===== config.mk =====
export PLATFORM = sky130hd
export DESIGN_NAME = input_pio_irq
export DESIGN_NICKNAME = d
export VERILOG_FILES = /design/src/rtl/input_pio_pkg.sv /design/src/rtl/input_pio_debounce.sv /design/src/rtl/input_pio_irq.sv
export SDC_FILE = /design/constraint.sdc
export NUM_CORES = 1
export LEC_CHECK = 0
export CELL_PAD_IN_SITES_DETAIL_PLACEMENT = 1
export CELL_PAD_IN_SITES_GLOBAL_PLACEMENT = 1
export CORE_MARGIN = 1
export CORE_UTILIZATION = 31
export CTS_BUF_LIST = sky130_fd_sc_hd__clkbuf_4
export CTS_CLUSTER_DIAMETER = 200
export DETAILED_ROUTE_END_ITERATION = 10
export DONT_BUFFER_PORTS = 1
export GPL_TIMING_DRIVEN = 0
export PLACE_DENSITY = 0.6
export SYNTH_ARGS = -nofsm -noshare
export SYNTH_HDL_FRONTEND = slang
export SYNTH_HIERARCHICAL = 1
export SYNTH_SLANG_ARGS = --single-unit

===== constraint.sdc =====
create_clock -name clk -period 1.05 [get_ports clk]
set_input_delay 0.1575 -clock clk [delete_from_list [all_inputs] [get_ports clk]]
set_output_delay 0.1575 -clock clk [all_outputs]
set_load 0.05 [all_outputs]

===== src/rtl/input_pio_pkg.sv =====
// rtl/input_pio_pkg.sv - register addresses and edge-mode types for the input PIO
package input_pio_pkg;

    localparam logic [1:0] ADDR_DATA     = 2'd0;
    localparam logic [1:0] ADDR_IRQMASK  = 2'd1;
    localparam logic [1:0] ADDR_RESERVED = 2'd2;
    localparam logic [1:0] ADDR_EDGECAP  = 2'd3;

    typedef enum logic [1:0] {
        EDGE_RISE = 2'd0,
        EDGE_FALL = 2'd1,
        EDGE_ANY  = 2'd2
    } edge_mode_e;

    // One bit of edge detection between the filtered value and its delayed copy.
    function automatic logic edge_hit(input logic cur, input logic prev, input edge_mode_e mode);
        case (mode)
            EDGE_RISE: return cur & ~prev;
            EDGE_FALL: return ~cur & prev;
            EDGE_ANY:  return cur ^ prev;
            default:   return 1'b0;
        endcase
    endfunction

endpackage


===== src/rtl/input_pio_debounce.sv =====
// rtl/input_pio_debounce.sv - one-bit two-flop synchroniser with debounce filter when INPUT_PIO_DEBOUNCE_EN is defined
module input_pio_debounce #(
    parameter int DEBOUNCE_CYCLES = 1000
) (
    input  logic clk,
    input  logic reset_n,
    input  logic din,
    output logic dout
);

    logic sync_q1;
    logic sync_q2;

    always_ff @(posedge clk or negedge reset_n) begin
        if (!reset_n) begin
            sync_q1 <= 1'b0;
            sync_q2 <= 1'b0;
        end else begin
            sync_q1 <= din;
            sync_q2 <= sync_q1;
        end
    end

`ifdef INPUT_PIO_DEBOUNCE_EN
    localparam int CNT_W = $clog2(DEBOUNCE_CYCLES + 1);
    localparam logic [CNT_W-1:0] CNT_LAST = CNT_W'(DEBOUNCE_CYCLES - 1);

    logic [CNT_W-1:0] cnt;
    logic             filt_q;

    // The filter only moves after DEBOUNCE_CYCLES consecutive disagreeing samples.
    always_ff @(posedge clk or negedge reset_n) begin
        if (!reset_n) begin
            cnt    <= '0;
            filt_q <= 1'b0;
        end else if (sync_q2 != filt_q) begin
            if (cnt == CNT_LAST) begin
                filt_q <= sync_q2;
                cnt    <= '0;
            end else begin
                cnt <= cnt + CNT_W'(1);
            end
        end else begin
            cnt <= '0;
        end
    end

    assign dout = filt_q;
`else
    assign dout = sync_q2;
`endif

endmodule


===== src/rtl/input_pio_irq.sv =====
// rtl/input_pio_irq.sv - Avalon-MM input PIO with edge capture and maskable irq; debounce via INPUT_PIO_DEBOUNCE_EN
module input_pio_irq
    import input_pio_pkg::*;
#(
    parameter int WIDTH           = 18,
    parameter int DEBOUNCE_CYCLES = 1000,
    parameter int EDGE_MODE       = 0
) (
    input  logic             clk,
    input  logic             reset_n,
    input  logic [1:0]       address,
    input  logic             chipselect,
    input  logic             write_n,
    input  logic [WIDTH-1:0] writedata,
    output logic [WIDTH-1:0] readdata,
    input  logic [WIDTH-1:0] in_port,
    output logic             irq
);

    localparam edge_mode_e MODE = edge_mode_e'(2'(EDGE_MODE));

    logic [WIDTH-1:0] filt;
    logic [WIDTH-1:0] filt_d;
    logic [WIDTH-1:0] edges;
    logic [WIDTH-1:0] cap;
    logic [WIDTH-1:0] mask;
    logic [WIDTH-1:0] cap_clr;
    logic [WIDTH-1:0] rd_mux;
    logic             wr_en;

    for (genvar g = 0; g < WIDTH; g++) begin : g_bit
        input_pio_debounce #(
            .DEBOUNCE_CYCLES(DEBOUNCE_CYCLES)
        ) u_debounce (
            .clk     (clk),
            .reset_n (reset_n),
            .din     (in_port[g]),
            .dout    (filt[g])
        );
        assign edges[g] = edge_hit(filt[g], filt_d[g], MODE);
    end

    assign wr_en   = chipselect & ~write_n;
    assign cap_clr = (wr_en && address == ADDR_EDGECAP) ? writedata : '0;

    always_comb begin
        rd_mux = '0;
        case (address)
            ADDR_DATA:    rd_mux = filt;
            ADDR_IRQMASK: rd_mux = mask;
            ADDR_EDGECAP: rd_mux = cap;
            default:      rd_mux = '0;
        endcase
    end

    // A new edge wins over a write-1-clear landing on the same bit.
    always_ff @(posedge clk or negedge reset_n) begin
        if (!reset_n) begin
            filt_d   <= '0;
            cap      <= '0;
            mask     <= '0;
            irq      <= 1'b0;
            readdata <= '0;
        end else begin
            filt_d   <= filt;
            cap      <= (cap & ~cap_clr) | edges;
            irq      <= |(cap & mask);
            readdata <= rd_mux;
            if (wr_en && address == ADDR_IRQMASK) begin
                mask <= writedata;
            end
        end
    end

endmodule


==> flow_summary.ini <==
[worst_setup_path]
crit_path_max_incr_delay_ps = 410
crit_path_start = cap[11]
worstSetupEndpointType = flop
critical_path_buf_inv_count = 0
slowest_stage = dfrtp_1
crit_path_start_kind = flop
worstPathCellList = a22o_1, a221oi_2, and3_1, nand4_1
required_ps = 1400
arrival_ps = 1610
cp_top_family = compound AO/OA/AOI/OAI gates
cp_max_fo = 2
crit_type = flop to flop
r2r-start = cap[11]

[grt]
grt_antenna_before_repair = 0
grt_pass1_wl_um = 13480
first_global_vias = 2454
grt.total_usage = 0.1433
grt-ovfl-total = 0
grt_max_degree = 110

[power]
power_leakage_nw = 2.072
ir_worst_vdd_v = 0.0006734
powerDensity_nw_per_um2 = 1702

[timing]
setup_viol = 20
holdWs_ps = -634.6
period_minus_slack_ps = 1255
fmax_mhz = 796.6
relSlewSlack = 0.6462
hold_viol = 109
fin_setup_tns_ps = -2256
finClkSkew_ps = 12.70
worst_slew_pin_slew_ps = 530.7
finalCritPeriodShare = 1.196
rsz0062_at_grt = true
final_max_slew_viol_count = 0
setup_ws_ps = -205.3

[drt]
vias_per_cell = 4.563
drc_errors = 0
wirelength_um = 8115
firstDrtPassIters = 4
via_count = 2204
avgRoutedWirePerCell_um = 16.80
drtIter0Drc = 81
antenna_left = 0

[clocking]
htree_levels = 3
clkLatencyLatePin_ps = 460
cts_sinks = 109
clk_pin_slew_ps = 160
cts_hold_buf = 36
clk_path_buf_depth = 2
cts_buffers = 9
cts_tree = yes
cts_root_buffer = clkbuf_4

[layout]
final_nets = 373
fin_cells = 483
fin_util = 0.3794
antennaDiodeCount = 0
final_cell_mix = 90 x dfrtp_1, 54 x nand2_1, 36 x dlygate4sd3_1
final_common_cell = dfrtp_1
drive_above_1_share = 0.1964
nFillCells = 1241
areaGrowthSynthToFinish_pct = 19.74

[outcome]
failed_checks = hold timing, setup timing
status = finished with violations

[floorplanning]
io_pins = 61
die_h_um = 112.6
die_w_um = 112.6
dieArea_um2 = 12670
start_util = 0.3168
fp-row-count = 40
design.core.area_um2 = 11960

[yosys]
synthMuxAreaShare = 0.1109
synth_top_family_by_area = multiplexers
syn-num-nets = 319
synth-edff-count = 0
synthCells = 277
syn_avg_cell_area_um2 = 13.68
synth_warnings = 6
netlist-cell-type-count = 22
synthFlopType = dfrtp_1
synth_fa_ha_area_frac = 0
synth_area_um2 = 3790
synthXorXnorAreaFrac = 0
synth-simple-area-share = 0.06438
async_reset_ff_frac = 1.000
ys_seq_elements = 109
synth-seq-area-share = 0.7197
synth_compound_gate_area_share = 0.06735

[placed_design]
io_buffers = 0
dp_hpwl_um = 5033
place_ws_ps = -337.9
gp_congestion = 0.7043
placedCellCount = 424

[run]
cap_violations = 0

[hold_path]
hp-class = primary input to async pin
## final timing paths
path	end	slack [ps]	depth (start not counted)
setup / recovery	irq	-210	4
hold / removal	readdata[15]	-630	0
setup reg to reg	irq	-210	4
hold reg to reg	g_bit[7].u_debounce/dout	360	0
max in group asynchronous	readdata[4]	1490	0
min in group clk	readdata[3]	80	2
## cell type report
cell class                      count  area, µm²  area share
Sequential cell                   109       2751      0.6063
Tap cell                          147      183.9     0.04053
Buffer                             10      78.83     0.01737
Clock inverter                      6      30.03    0.006617
Multi-Input combinational cell    140      938.4      0.2068
Clock buffer                       10      75.07     0.01654
Inverter                           18      67.56     0.01489
Timing Repair Buffer               43      412.9     0.09098
## power breakdown
part	internal (mW)	total (mW)	switching, mW
clock network	0.489	1.81	1.32
logic	0.479	0.774	0.295
registers	4.59	5.14	0.547
total	5.56	7.72	2.17
## cell families (layout without fill, tap and decap cells)
kind of cell    count (synthesis)  count (layout)
buf+inv                        28              87
simple gates                   59              59
mux                            36              36
flops                         109             109
compound gates                 45              45
## metal layers
layer	global-route usage	wire length, µm
met3	0.02862	210
met1	0.1838	3653
met5	0	0
met4	0.07556	213
met2	0.2300	4037
## through the flow
stage | area (µm²) | power [mW] | hold slack [ps]
after global placement | 3978 | 5.738 | -134.8
after CTS | 4523 | 7.828 | -680.2
after global routing | 4538 | 8.126 | -683.1
after detailed placement | 3978 | 5.777 | -135.3
final | 4538 | 7.723 | -634.6
after floorplan | 3794 | 5.572 | -138.1
## registers in the layout, indices dropped and copies added, names as in the netlist
register and cells:
g_bit.u_debounce/dout 18, g_bit.u_debounce/sync_q1 18, irq 1, cap 18, filt_d 18, mask 18, readdata 18
## repair_timing
action / in CTS / in global routing
buffers inserted: 5 / 2
pin swaps: 2 / 1
endpoints found under the hold margin: 163 / 109
setup endpoints to repair: 20 / 20
gates resized for setup: 22 / 0
## synthesized netlist by cell type (all sizes together), types with 2 or more instances
cell,number,area share
inv,18,0.018
mux2,18,0.063
nand2,54,0.053
mux2i,18,0.048
a22o,3,0.0069
dfrtp,109,0.72
buf,8,0.017
o21ai,36,0.048
clkbuf,2,0.0023
a221oi,3,0.0069
a22oi,3,0.0059
Power figures use the tool's default switching activity.
